`src/rtl/serial_add_sub_if.sv`:
```
// Operand/result handshake bundle for the digit-serial adder/subtractor.
interface serial_add_sub_if #(
    parameter int unsigned WIDTH = 8
);
    logic             in_valid;
    logic             in_ready;
    logic [WIDTH-1:0] A;
    logic [WIDTH-1:0] B;
    logic             Cin;
    logic             Sub;
    logic             out_valid;
    logic             out_ready;
    logic [WIDTH-1:0] S;
    logic             Cout;
    logic             Ovf;
    logic             Zero;

    // Producer of operands and consumer of results.
    modport master (
        output in_valid, A, B, Cin, Sub, out_ready,
        input  in_ready, out_valid, S, Cout, Ovf, Zero
    );

    // The arithmetic block itself.
    modport slave (
        input  in_valid, A, B, Cin, Sub, out_ready,
        output in_ready, out_valid, S, Cout, Ovf, Zero
    );
endinterface

```
`src/rtl/serial_add_sub.sv`:
```
// Digit-serial add/subtract: DIGIT bits per cycle, LSB slice first, with
// carry, signed overflow and zero flags held until the next completion.
module serial_add_sub #(
    parameter int unsigned WIDTH = 8,
    parameter int unsigned DIGIT = 4
) (
    input logic             clk,
    input logic             rst,
    serial_add_sub_if.slave bus
);
    localparam int unsigned N     = WIDTH / DIGIT;
    localparam int unsigned IDX_W = (N > 1) ? $clog2(N) : 1;
    localparam logic [IDX_W-1:0] LAST_IDX = IDX_W'(N - 1);

    typedef enum logic [1:0] {
        IDLE = 2'd0,
        BUSY = 2'd1,
        DONE = 2'd2
    } state_t;

    state_t           state_q;
    state_t           state_d;
    logic             accept_c;
    logic             step_c;
    logic             last_c;

    logic [IDX_W-1:0] idx_q;
    logic             carry_q;
    logic [WIDTH-1:0] a_q;
    logic [WIDTH-1:0] b_q;      // already inverted for subtract
    logic [WIDTH-1:0] sum_q;    // slices assembled so far

    logic [WIDTH-1:0] s_q;
    logic             cout_q;
    logic             ovf_q;
    logic             zero_q;

    logic [31:0]      shift_c;
    logic [DIGIT-1:0] a_sl_c;
    logic [DIGIT-1:0] b_sl_c;
    logic [DIGIT:0]   full_c;
    logic [DIGIT-1:0] slice_c;
    logic             cdig_c;
    logic             ovf_c;
    logic [WIDTH-1:0] sum_next_c;

    // Handshake outputs decode the state register; reset blocks acceptance.
    assign bus.in_ready  = (state_q == IDLE) && !rst;
    assign bus.out_valid = (state_q == DONE);
    assign bus.S         = s_q;
    assign bus.Cout      = cout_q;
    assign bus.Ovf       = ovf_q;
    assign bus.Zero      = zero_q;

    // State register.
    always_ff @(posedge clk) begin
        if (rst) begin
            state_q <= IDLE;
        end else begin
            state_q <= state_d;
        end
    end

    // Next-state logic and per-cycle control strobes.
    always_comb begin
        state_d  = state_q;
        accept_c = 1'b0;
        step_c   = 1'b0;
        last_c   = 1'b0;
        case (state_q)
            IDLE: begin
                if (bus.in_valid) begin
                    accept_c = 1'b1;
                    state_d  = BUSY;
                end
            end
            BUSY: begin
                step_c = 1'b1;
                if (idx_q == LAST_IDX) begin
                    last_c  = 1'b1;
                    state_d = DONE;
                end
            end
            DONE: begin
                if (bus.out_ready) begin
                    state_d = IDLE;
                end
            end
            default: begin
                state_d = IDLE;
            end
        endcase
    end

    // One DIGIT-wide slice addition selected by the digit index.
    always_comb begin
        shift_c    = 32'(idx_q) * DIGIT;
        a_sl_c     = DIGIT'(a_q >> shift_c);
        b_sl_c     = DIGIT'(b_q >> shift_c);
        full_c     = {1'b0, a_sl_c} + {1'b0, b_sl_c} + (DIGIT + 1)'(carry_q);
        slice_c    = full_c[DIGIT-1:0];
        cdig_c     = full_c[DIGIT];
        // Same-sign operands producing a different-sign sum: equals the
        // carry into the MSB XOR the carry out of it.
        ovf_c      = (a_sl_c[DIGIT-1] == b_sl_c[DIGIT-1]) &&
                     (slice_c[DIGIT-1] != a_sl_c[DIGIT-1]);
        sum_next_c = sum_q | (WIDTH'(slice_c) << shift_c);
    end

    // Operand capture, slice accumulation and result publication.
    always_ff @(posedge clk) begin
        if (rst) begin
            idx_q   <= '0;
            carry_q <= 1'b0;
            a_q     <= '0;
            b_q     <= '0;
            sum_q   <= '0;
            s_q     <= '0;
            cout_q  <= 1'b0;
            ovf_q   <= 1'b0;
            zero_q  <= 1'b0;
        end else if (accept_c) begin
            // Subtract is A + ~B + ~Cin through the same adder.
            a_q     <= bus.A;
            b_q     <= bus.Sub ? ~bus.B : bus.B;
            carry_q <= bus.Sub ? ~bus.Cin : bus.Cin;
            idx_q   <= '0;
            sum_q   <= '0;
        end else if (step_c) begin
            carry_q <= cdig_c;
            sum_q   <= sum_next_c;
            idx_q   <= idx_q + IDX_W'(1);
            if (last_c) begin
                s_q    <= sum_next_c;
                cout_q <= cdig_c;
                ovf_q  <= ovf_c;
                zero_q <= (sum_next_c == '0);
            end
        end
    end
endmodule
```
`src/flat_wrapper.sv`:
```
// flat-port wrapper written by rule: the top's interface ports become plain ports
module serial_add_sub_flat 
#(
    parameter int unsigned WIDTH = 8,
    parameter int unsigned DIGIT = 4
)
  (clk, rst, bus_in_valid, bus_A, bus_B, bus_Cin, bus_Sub, bus_out_ready, bus_in_ready, bus_out_valid, bus_S, bus_Cout, bus_Ovf, bus_Zero);
  serial_add_sub_if #(.WIDTH(WIDTH)) bus_i ();
  input logic clk;
  input logic rst;
  input wire logic [$bits(bus_i.in_valid)-1:0] bus_in_valid;
  input wire logic [$bits(bus_i.A)-1:0] bus_A;
  input wire logic [$bits(bus_i.B)-1:0] bus_B;
  input wire logic [$bits(bus_i.Cin)-1:0] bus_Cin;
  input wire logic [$bits(bus_i.Sub)-1:0] bus_Sub;
  input wire logic [$bits(bus_i.out_ready)-1:0] bus_out_ready;
  output wire logic [$bits(bus_i.in_ready)-1:0] bus_in_ready;
  output wire logic [$bits(bus_i.out_valid)-1:0] bus_out_valid;
  output wire logic [$bits(bus_i.S)-1:0] bus_S;
  output wire logic [$bits(bus_i.Cout)-1:0] bus_Cout;
  output wire logic [$bits(bus_i.Ovf)-1:0] bus_Ovf;
  output wire logic [$bits(bus_i.Zero)-1:0] bus_Zero;
  assign bus_i.in_valid = bus_in_valid;
  assign bus_i.A = bus_A;
  assign bus_i.B = bus_B;
  assign bus_i.Cin = bus_Cin;
  assign bus_i.Sub = bus_Sub;
  assign bus_i.out_ready = bus_out_ready;
  assign bus_in_ready = bus_i.in_ready;
  assign bus_out_valid = bus_i.out_valid;
  assign bus_S = bus_i.S;
  assign bus_Cout = bus_i.Cout;
  assign bus_Ovf = bus_i.Ovf;
  assign bus_Zero = bus_i.Zero;
  serial_add_sub #(.WIDTH(WIDTH), .DIGIT(DIGIT)) u_core (.clk(clk), .rst(rst), .bus(bus_i));
endmodule
```
`config.mk`:
```
export PLATFORM = sky130hd
export DESIGN_NAME = serial_add_sub_flat
export DESIGN_NICKNAME = d
export VERILOG_FILES = /design/src/rtl/serial_add_sub_if.sv /design/src/rtl/serial_add_sub.sv /design/src/flat_wrapper.sv
export SDC_FILE = /design/constraint.sdc
export NUM_CORES = 1
export LEC_CHECK = 0
export CAP_MARGIN = 10
export CELL_PAD_IN_SITES_DETAIL_PLACEMENT = 2
export CELL_PAD_IN_SITES_GLOBAL_PLACEMENT = 2
export CORE_MARGIN = 2
export CORE_UTILIZATION = 31
export DETAILED_ROUTE_END_ITERATION = 8
export PLACE_DENSITY = 0.78
export SLEW_MARGIN = 5
export SYNTH_ARGS = -nofsm -noshare
export SYNTH_HDL_FRONTEND = slang
export SYNTH_SLANG_ARGS = --single-unit
```
`constraint.sdc`:
```
create_clock -name clk -period 3.55 [get_ports clk]
set_clock_uncertainty 0.1 [all_clocks]
set_input_delay 0.355 -clock clk [delete_from_list [all_inputs] [get_ports clk]]
set_output_delay 0.355 -clock clk [all_outputs]
set_load 0.01 [all_outputs]
```
# Word-level counts from Yosys, hierarchy flattened

Cells that the tools add are included.

Flip-flop bits (word level): 39
Input port bits: 22
Output and inout port bits: 13

Add/subtract/negate cells: 3
Equal/unequal tests: 7
Shift-type cells: 3
Multiplexer cells: 13
Bitwise gates (word level): 4
Reductions and logical operators: 9

Operators by type and width:

| operator                                            | number |
|---|---|
| right shift 8 x 3 -> 4 bit                          | 2 |
| logical NOT 8 bit                                   | 1 |
| 2-to-1 mux 1 bit                                    | 8 |
| 2-to-1 mux 8 bit                                    | 1 |
| inverter 8 bit                                      | 1 |
| OR 8 bit                                            | 1 |
| << shifter 4 x 3 -> 8 bit                           | 1 |
| 2-to-1 mux 2 bit                                    | 3 |
| one-hot mux 2 bit (3 select lines)                  | 1 |
| AND reduction 3 bit                                 | 2 |
| adder 4 x 4 -> 5 bit                                | 1 |
| adder 5 x 1 -> 5 bit                                | 1 |
| != test 2 bit, second input constant                | 2 |
| equality test 2 x 1 -> 1 bit, second input constant | 1 |
| equality test 2 bit, second input constant          | 1 |
| logical AND 1 bit                                   | 2 |
| logical NOT 2 bit                                   | 1 |
| != test 2 x 1 -> 1 bit, second input constant       | 1 |
| inverter 1 bit                                      | 2 |
| nonzero test 2 bit                                  | 1 |
| OR reduction 2 bit                                  | 1 |
| adder 1 bit, second input constant                  | 1 |
| equality test 1 bit                                 | 1 |
| logical NOT 1 bit                                   | 1 |
| != test 1 bit                                       | 1 |

# Logic depth before layout (Yosys ltp)

Gate-level depths: netlist (run 1).

Depth in word-level cells: 6
Depth in mapped cells: 8

# Worst setup path after synthesis (run 1)

Ideal clock, no wire load.

Path type: register to register
Start: register u_core.idx_q
End: register u_core.zero_q (netlist: u_core.bus.Zero)
Setup time: 0.116 ns
Arrival: 2.297 ns
Path slack: 1.037 ns
Cell stages (with the launch flop): 9
Path buffers: 1
Clock period less this slack: 2.513 ns
Path through: dfxtp_1 -> buf_4 -> mux2_2 -> fa_1 -> fa_1 -> xor2_1 -> nor2_1 -> and4_1 -> a31o_2

Cells in the longest elaborated chain, start to end: 6
Elaborated cells between the ends (all ways): 10
Classes of those cells: add/sub: 2; shift: 3; mux: 2; bitwise: 1; reduce/logical: 2

RTL lines:

| what                                                 | RTL line                                   | RTL |
|---|---|---|
| start, declared                                      | serial_add_sub.sv:27                       | `logic [IDX_W-1:0] idx_q;` |
| start signal, assigned                               | serial_add_sub.sv:132                      | `idx_q <= idx_q + IDX_W'(1);` |
| right shift 8 x 3 -> 4 bit, on equally long branches | serial_add_sub.sv:98, serial_add_sub.sv:99 |  |
| adder 4 x 4 -> 5 bit                                 | serial_add_sub.sv:100                      | `full_c = {1'b0, a_sl_c} + {1'b0, b_sl_c} + (DIGIT + 1)'(carry_q);` |
| adder 5 x 1 -> 5 bit                                 | serial_add_sub.sv:100                      |  |
| << shifter 4 x 3 -> 8 bit                            | serial_add_sub.sv:107                      | `sum_next_c = sum_q \| (WIDTH'(slice_c) << shift_c);` |
| OR 8 bit                                             | serial_add_sub.sv:107                      |  |
| logical NOT 8 bit                                    | serial_add_sub.sv:137                      | `zero_q <= (sum_next_c == '0);` |
| end signal, assigned                                 | serial_add_sub.sv:137                      |  |
| end, declared                                        | serial_add_sub.sv:36                       | `logic zero_q;` |

Parallel ways exist; a longest one is shown, timed or not.
A chain may end at the register's enable or synchronous reset.

# Worst setup path in the final report (run 1)

Ends and elaborated chain as after synthesis.

==> results of run 1 <==
how the worst max path moves through the flow:
| stage | from | to | slack [ps] | depth (start not counted) |
|---|---|---|---|---|
| after CTS | u_core.idx_q | u_core.bus.Zero | 970 | 7 |
| final | u_core.idx_q | u_core.bus.Zero | 980 | 7 |
| after global routing | u_core.idx_q | u_core.bus.Zero | 870 | 7 |
| after floorplan | u_core.idx_q | u_core.bus.Zero | 1040 | 8 |
| after detailed placement | u_core.idx_q | u_core.bus.Zero | 990 | 7 |
| after global placement | u_core.idx_q | u_core.bus.Zero | 1080 | 7 |
worst max-delay path, cell delays in order (launching register included):
cell     delay [ps]
dfxtp_1         370
mux2_2          360
fa_1            430
fa_1            420
xor2_1          280
nor2_1          110
and4_1          160
a31o_2          240
cell usage after synthesis, drive strengths merged:
cell / n
a222oi: 1
clkbuf: 1
nand3b: 1
mux2: 8
o21bai: 2
fa: 2
a32o: 1
nor3: 8
a211oi: 9
inv: 4
o21a: 1
a311oi: 1
xnor2: 10
a21oi: 21
ha: 3
a21o: 1
o21ai: 1
o22ai: 1
nand2b: 1
nor2: 24
nor4: 1
nand2: 29
nor3b: 1
and4: 1
xor2: 2
nor2b: 2
a31o: 1
and2: 2
dfxtp: 39
and3: 1
mux2i: 2
buf: 10
flip-flops by register name, indices dropped and copies added (netlist names):
signal and flops:
u_core.a_q 8, u_core.b_q 8, u_core.bus.S 8, u_core.sum_q 8, u_core.state_q 2, u_core.bus.Cout 1, u_core.bus.Ovf 1, u_core.bus.Zero 1
u_core.carry_q 1, u_core.idx_q 1
stage by stage:
stage	power, mW	hold slack [ps]	util, %	instance area (µm²)
floorplan	0.6031	332.9	-	1818
global placement	0.6575	345.0	39.01	2175
detailed placement	0.6651	351.8	39.01	2175
CTS	0.9378	361.6	40.31	2247
global route	0.9758	373.9	40.31	2247
finish	0.9229	355.4	40.31	2247
cell type report:
cell class	instances	area share, %
inverter	4	0.6682
clock buffer	6	3.229
sequential	39	34.74
timing repair buffer	37	16.15
tap	72	4.009
multi-input combinational	138	41.20
layer usage:
metal	global-route usage, %	part of all wire, %	routed length [µm]
met3	3.371	3.5	155
met1	17.02	44	1958
met5	0	0	0
met4	4.068	1.2	53
met2	27.42	51	2252
power groups by stage:
stage | Sequential [mW] | Clock, mW | Combinational [mW]
3_5_place_dp | 0.487 | 0 | 0.178
2_1_floorplan | 0.479 | 0 | 0.124
3_3_place_gp | 0.486 | 0 | 0.172
6_report | 0.476 | 0.271 | 0.175
5_1_grt | 0.480 | 0.302 | 0.194
4_1_cts | 0.477 | 0.281 | 0.180
logic make-up after synthesis:
family / after synthesis / synth area share (%)
AO/OA/AOI/OAI: 40 / 15.42
XOR/XNOR: 12 / 5.781
multiplexers: 10 / 6.057
buffers and inverters: 15 / 6.124
adder cells (fa/ha/maj): 5 / 4.267
flip-flops: 39 / 42.95
AND/OR/NAND/NOR: 71 / 19.41
==> results.yml, run 1 <==
min_path:
  holdCritPathClass: "flip-flop to flip-flop"
  hp-start: "u_core.bus.S[0]"
  min_path_cells: 2
  holdPathEnd: "u_core.bus.S[0]"
route:
  wl_um: 4419
  viasPerCell: 4.905
  ant_nets: 0
  wl_per_cell_um: 14.93
  detail_route.drc_violations: 0
  dr_total_vias: 1452
  drt-pass1-iter-count: 4
  drt_iter0_drc: 40
worst_setup_path:
  end_kind: "flip-flop"
  r2r_cells: 7
  critPathRequiredTime_ps: 3630
  arrival_ps: 2650
  cp_max_fo: 3
  reg2reg_slack_ps: 980
  r2r-start: "u_core.idx_q"
  rr_endpoint: "u_core.bus.Zero"
  cp-start-kind: "flip-flop"
  path_class: "flip-flop to flip-flop"
layout:
  area_growth_pct: 23.61
  nNetsFinal: 252
  regArea_um2: 780.7
  multiInputGateArea_um2: 925.9
  layoutNonFillerInstCount: 296
  drive_gt1_share_pct: 13.39
  final_cell_mix: "39 x dfxtp_1, 34 x clkdlybuf4s50_1, 29 x nand2_1"
  final_common_cell: "dfxtp_1"
  num_antenna_cells: 0
  num-fill-cells: 630
sta:
  rsz0062_at_grt: "false"
  setup_violations: 0
  setup_tns_ps: 0
  period_needed_ps: 2570
  max_freq_mhz: 389.1
  worstMarginPinSlew_ps: 504.1
  finalWorstSetupSlack_ps: 979.7
  maxSlewViolCount: 0
  slew_headroom_pct: 66.29
  fin_crit_sh_pct: 72.40
  finalHoldViolations: 0
outcome:
  outcome: "finished, final reports clean"
global_routing:
  antenna_found_initial: 0
  grt-ovfl-total: 0
  grt_first_pass_wirelength_um: 7293
  grt_util_all_layers_pct: 14.85
  grt_pass1_vias: 1552
  grt_max_degree: 33
synthesis:
  syn-num-nets: 219
  synth-seq-cells: 39
  seq_area_frac_synth_pct: 42.95
  syn_area_um2: 1818
  synth_top_area_share_pct: 42.95
  synth_warnings: 0
  yosys.area.top_type: "dfxtp_1"
  yosysUniqueCellTypes: 42
  avgSynthCellArea_um2: 9.469
  netlist_top_cells_area: "dfxtp_1 43%, nand2_1 6.0%, a21oi_1 5.5%, mux2_2 5.0%, xnor2_1 4.8%"
  netlist_instances: 192
clock_tree:
  clk_pin_slew_ps: 70
  clk_latency_ps: 280
  hold_buffers: 0
  cts-resized-gates: 0
  clk_path_buf_depth: 2
  post_cts.repair.setup_buffers: 0
  cts-buffers-inserted: 5
  clkSinkCount: 39
  root_buffer: "clkbuf_8"
  cts_tree: "yes"
  h-tree-depth: 2
place:
  place_hpwl_um: 3300
  post-place-ws_ps: 986.4
  dp.cells: 290
  gp_congestion: 0.6998
  port_buffers: 34
power_and_ir_drop:
  p_clk_share_pct: 29.4
  power_density_nw_per_um2: 410.7
  worst_ir_drop_vdd_mv: 0.1590
  power_switching_share_pct: 27.00
  internal-power_uw: 673.7
  p_leak_nw: 0.8426
  p_seq_share_pct: 51.6
  p_switching_uw: 249.2
  combinationalPowerShare_pct: 19.0
die:
  rows: 27
  die_h_um: 80.58
  initial_utilization_pct: 32.62
  fp.dieArea_um2: 6493
  die_w_um: 80.58
  core_um2: 5574
  ios: 35
flow_run:
  maxCapViolations: 0
Power figures use the tool's default switching activity.
==> run 2, diff against run 1 <==
--- a/config.mk
+++ b/config.mk
@@ -9,9 +9,9 @@
 export CELL_PAD_IN_SITES_DETAIL_PLACEMENT = 2
 export CELL_PAD_IN_SITES_GLOBAL_PLACEMENT = 2
 export CORE_MARGIN = 2
-export CORE_UTILIZATION = 31
+export CORE_UTILIZATION = 28
 export DETAILED_ROUTE_END_ITERATION = 8
-export PLACE_DENSITY = 0.78
+export PLACE_DENSITY = 0.74
 export SLEW_MARGIN = 5
 export SYNTH_ARGS = -nofsm -noshare
 export SYNTH_HDL_FRONTEND = slang
==> constraint.sdc (replaced) <==
create_clock -name clk -period 2.3 [get_ports clk]
set_clock_uncertainty 0.1 [all_clocks]
set_input_delay 0.23 -clock clk [delete_from_list [all_inputs] [get_ports clk]]
set_output_delay 0.23 -clock clk [all_outputs]
set_load 0.01 [all_outputs]
==> run 2 against run 1 <==
  * Cell count is 3.7% higher
  * Clock-buffer cell count did not move
  * Critical path depth unchanged
  * Clock power increased by 60%
  * Register-to-register slack got worse by 960 ps
  * First-iteration DRC count down 28%
  * Routed wire length is 4.1% higher
==> results.yml, run 2 (synthesis gave the netlist of run 1 again) <==
sta:
  max_freq_mhz: 438.5
  setup_violations: 0
  worstMarginPinSlew_ps: 401.2
  maxSlewViolCount: 0
  finalWorstSetupSlack_ps: 19.75
  fin_crit_sh_pct: 99.14
  period_needed_ps: 2280
  holdWs_ps: 356.6
  finalHoldViolations: 0
  slew_headroom_pct: 73.22
  rsz0062_at_grt: "true"
outcome:
  outcome: "finished, final reports clean"
layout:
  area_growth_pct: 28.08
  drive_gt1_share_pct: 18.26
  nNetsFinal: 258
  num_antenna_cells: 0
  final_common_cell: "dfxtp_1"
  finish.instance_area_um2: 2328
  final_cell_mix: "38 x dfxtp_1, 34 x clkdlybuf4s50_1, 29 x nand2_1"
  fin_util_pct: 36.88
route:
  wl_um: 4602
  ant_nets: 0
  dr_total_vias: 1488
  drt_iter0_drc: 29
  wl_per_cell_um: 14.99
  drt-pass1-iter-count: 4
  viasPerCell: 4.847
  detail_route.drc_violations: 0
die:
  core_um2: 6314
  ios: 35
  initial_utilization_pct: 28.80
  die_w_um: 84.58
  die_h_um: 84.58
  rows: 29
  fp.dieArea_um2: 7154
clock_tree:
  clkSinkCount: 39
  h-tree-depth: 2
  cts_tree: "yes"
  clk_path_buf_depth: 2
  hold_buffers: 0
  clk_pin_slew_ps: 70
  root_buffer: "clkbuf_8"
  clk_latency_ps: 290
  cts-buffers-inserted: 5
power_and_ir_drop:
  worst_ir_drop_vdd_mv: 0.2242
  power_density_nw_per_um2: 630.9
  combinationalPowerShare_pct: 20.4
  internal-power_mw: 1.063
  p_clk_share_pct: 29.5
  p_seq_share_pct: 50.1
  p_leak_nw: 0.8746
  p_total_mw: 1.469
  power_switching_share_pct: 27.65
  p_switching_uw: 406.2
worst_setup_path:
  cp_slowest_stage_delay_ps: 380
  crit_chain: "mux2_4 > fa_2 > fa_2 > a21oi_2 > o21bai_1 > a222oi_1 > nor2_1"
  critPathRequiredTime_ps: 2380
  cp-start-kind: "flip-flop"
  arrival_ps: 2360
  end_kind: "flip-flop"
  slowest_stage: "fa_2"
  cp_max_fo: 4
  crit_path_frequent_cell: "fa_2"
  path_class: "flip-flop to flip-flop"
global_routing:
  antenna_found_initial: 0
  grt-ovfl-total: 0
  grt_util_all_layers_pct: 13.69
  grt_first_pass_wirelength_um: 7672
  grt_max_degree: 27
  grt_pass1_vias: 1580
flow_run:
  maxCapViolations: 0
min_path:
  holdCritPathClass: "flip-flop to flip-flop"
place:
  post_dp_cell_area_um2: 2247
  post-place-ws_ps: -45.85
  port_buffers: 34
  gp_congestion: 0.7056
  place_hpwl_um: 3526
-- run 2: worst max-delay path: cells and delay by family, from the launching register on --
family	cells	cell delay [ps]
and+or+nand+nor	1	70
muxes	1	310
adders and majority gates	2	750
DFF	1	370
AOI/OAI and AO/OA	3	550
-- run 2: path summary, 6_finish.rpt --
path                                 startpoint              end  slack [ps]  cells past startpoint
worst max-delay path               u_core.idx_q   u_core.carry_q          20                      7
worst min-delay path            u_core.bus.S[3]  u_core.bus.S[3]         360                      2
worst max register to register     u_core.idx_q   u_core.carry_q          20                      7
worst min register to register  u_core.bus.S[3]  u_core.bus.S[3]         360                      2
-- run 2: cell type report --
type                       count  area (µm²)
sequential                    39       784.5
timing repair buffer          43       407.9
inverter                       4       15.01
fill                         724        3985
tap                           77       96.34
clock buffer                   6       72.57
multi-input combinational    138       952.2
-- run 2: metal layers --
layer / track usage [%] / vias up / routed length, µm
met5: 0 / - / 0
met4: 4.762 / 0 / 73
met3: 3.540 / 5 / 150
met2: 25.13 / 26 / 2381
met1: 15.19 / 729 / 1997
li1: - / 728 / -
-- run 2: metrics by stage --
step | std cells | setup TNS (ps)
floorplan | 192 | -58.56
global route | 307 | -116.4
finish | 307 | 0
CTS | 307 | -7.305
global placement | 301 | 0
detailed placement | 301 | -45.85
-- run 2: power groups by stage --
stage	Combinational, mW	Sequential (mW)	Clock (mW)
finish	0.300	0.736	0.433
global route	0.332	0.741	0.479
detailed placement	0.304	0.753	0
CTS	0.307	0.737	0.453
floorplan	0.200	0.741	0
global placement	0.295	0.751	0
-- run 2: repair_timing --
action	in CTS	in global routing
setup buffers	0	0
setup endpoints to repair	2	2
pin swaps	4	2
gates cloned	0	0
resized for setup	2	1
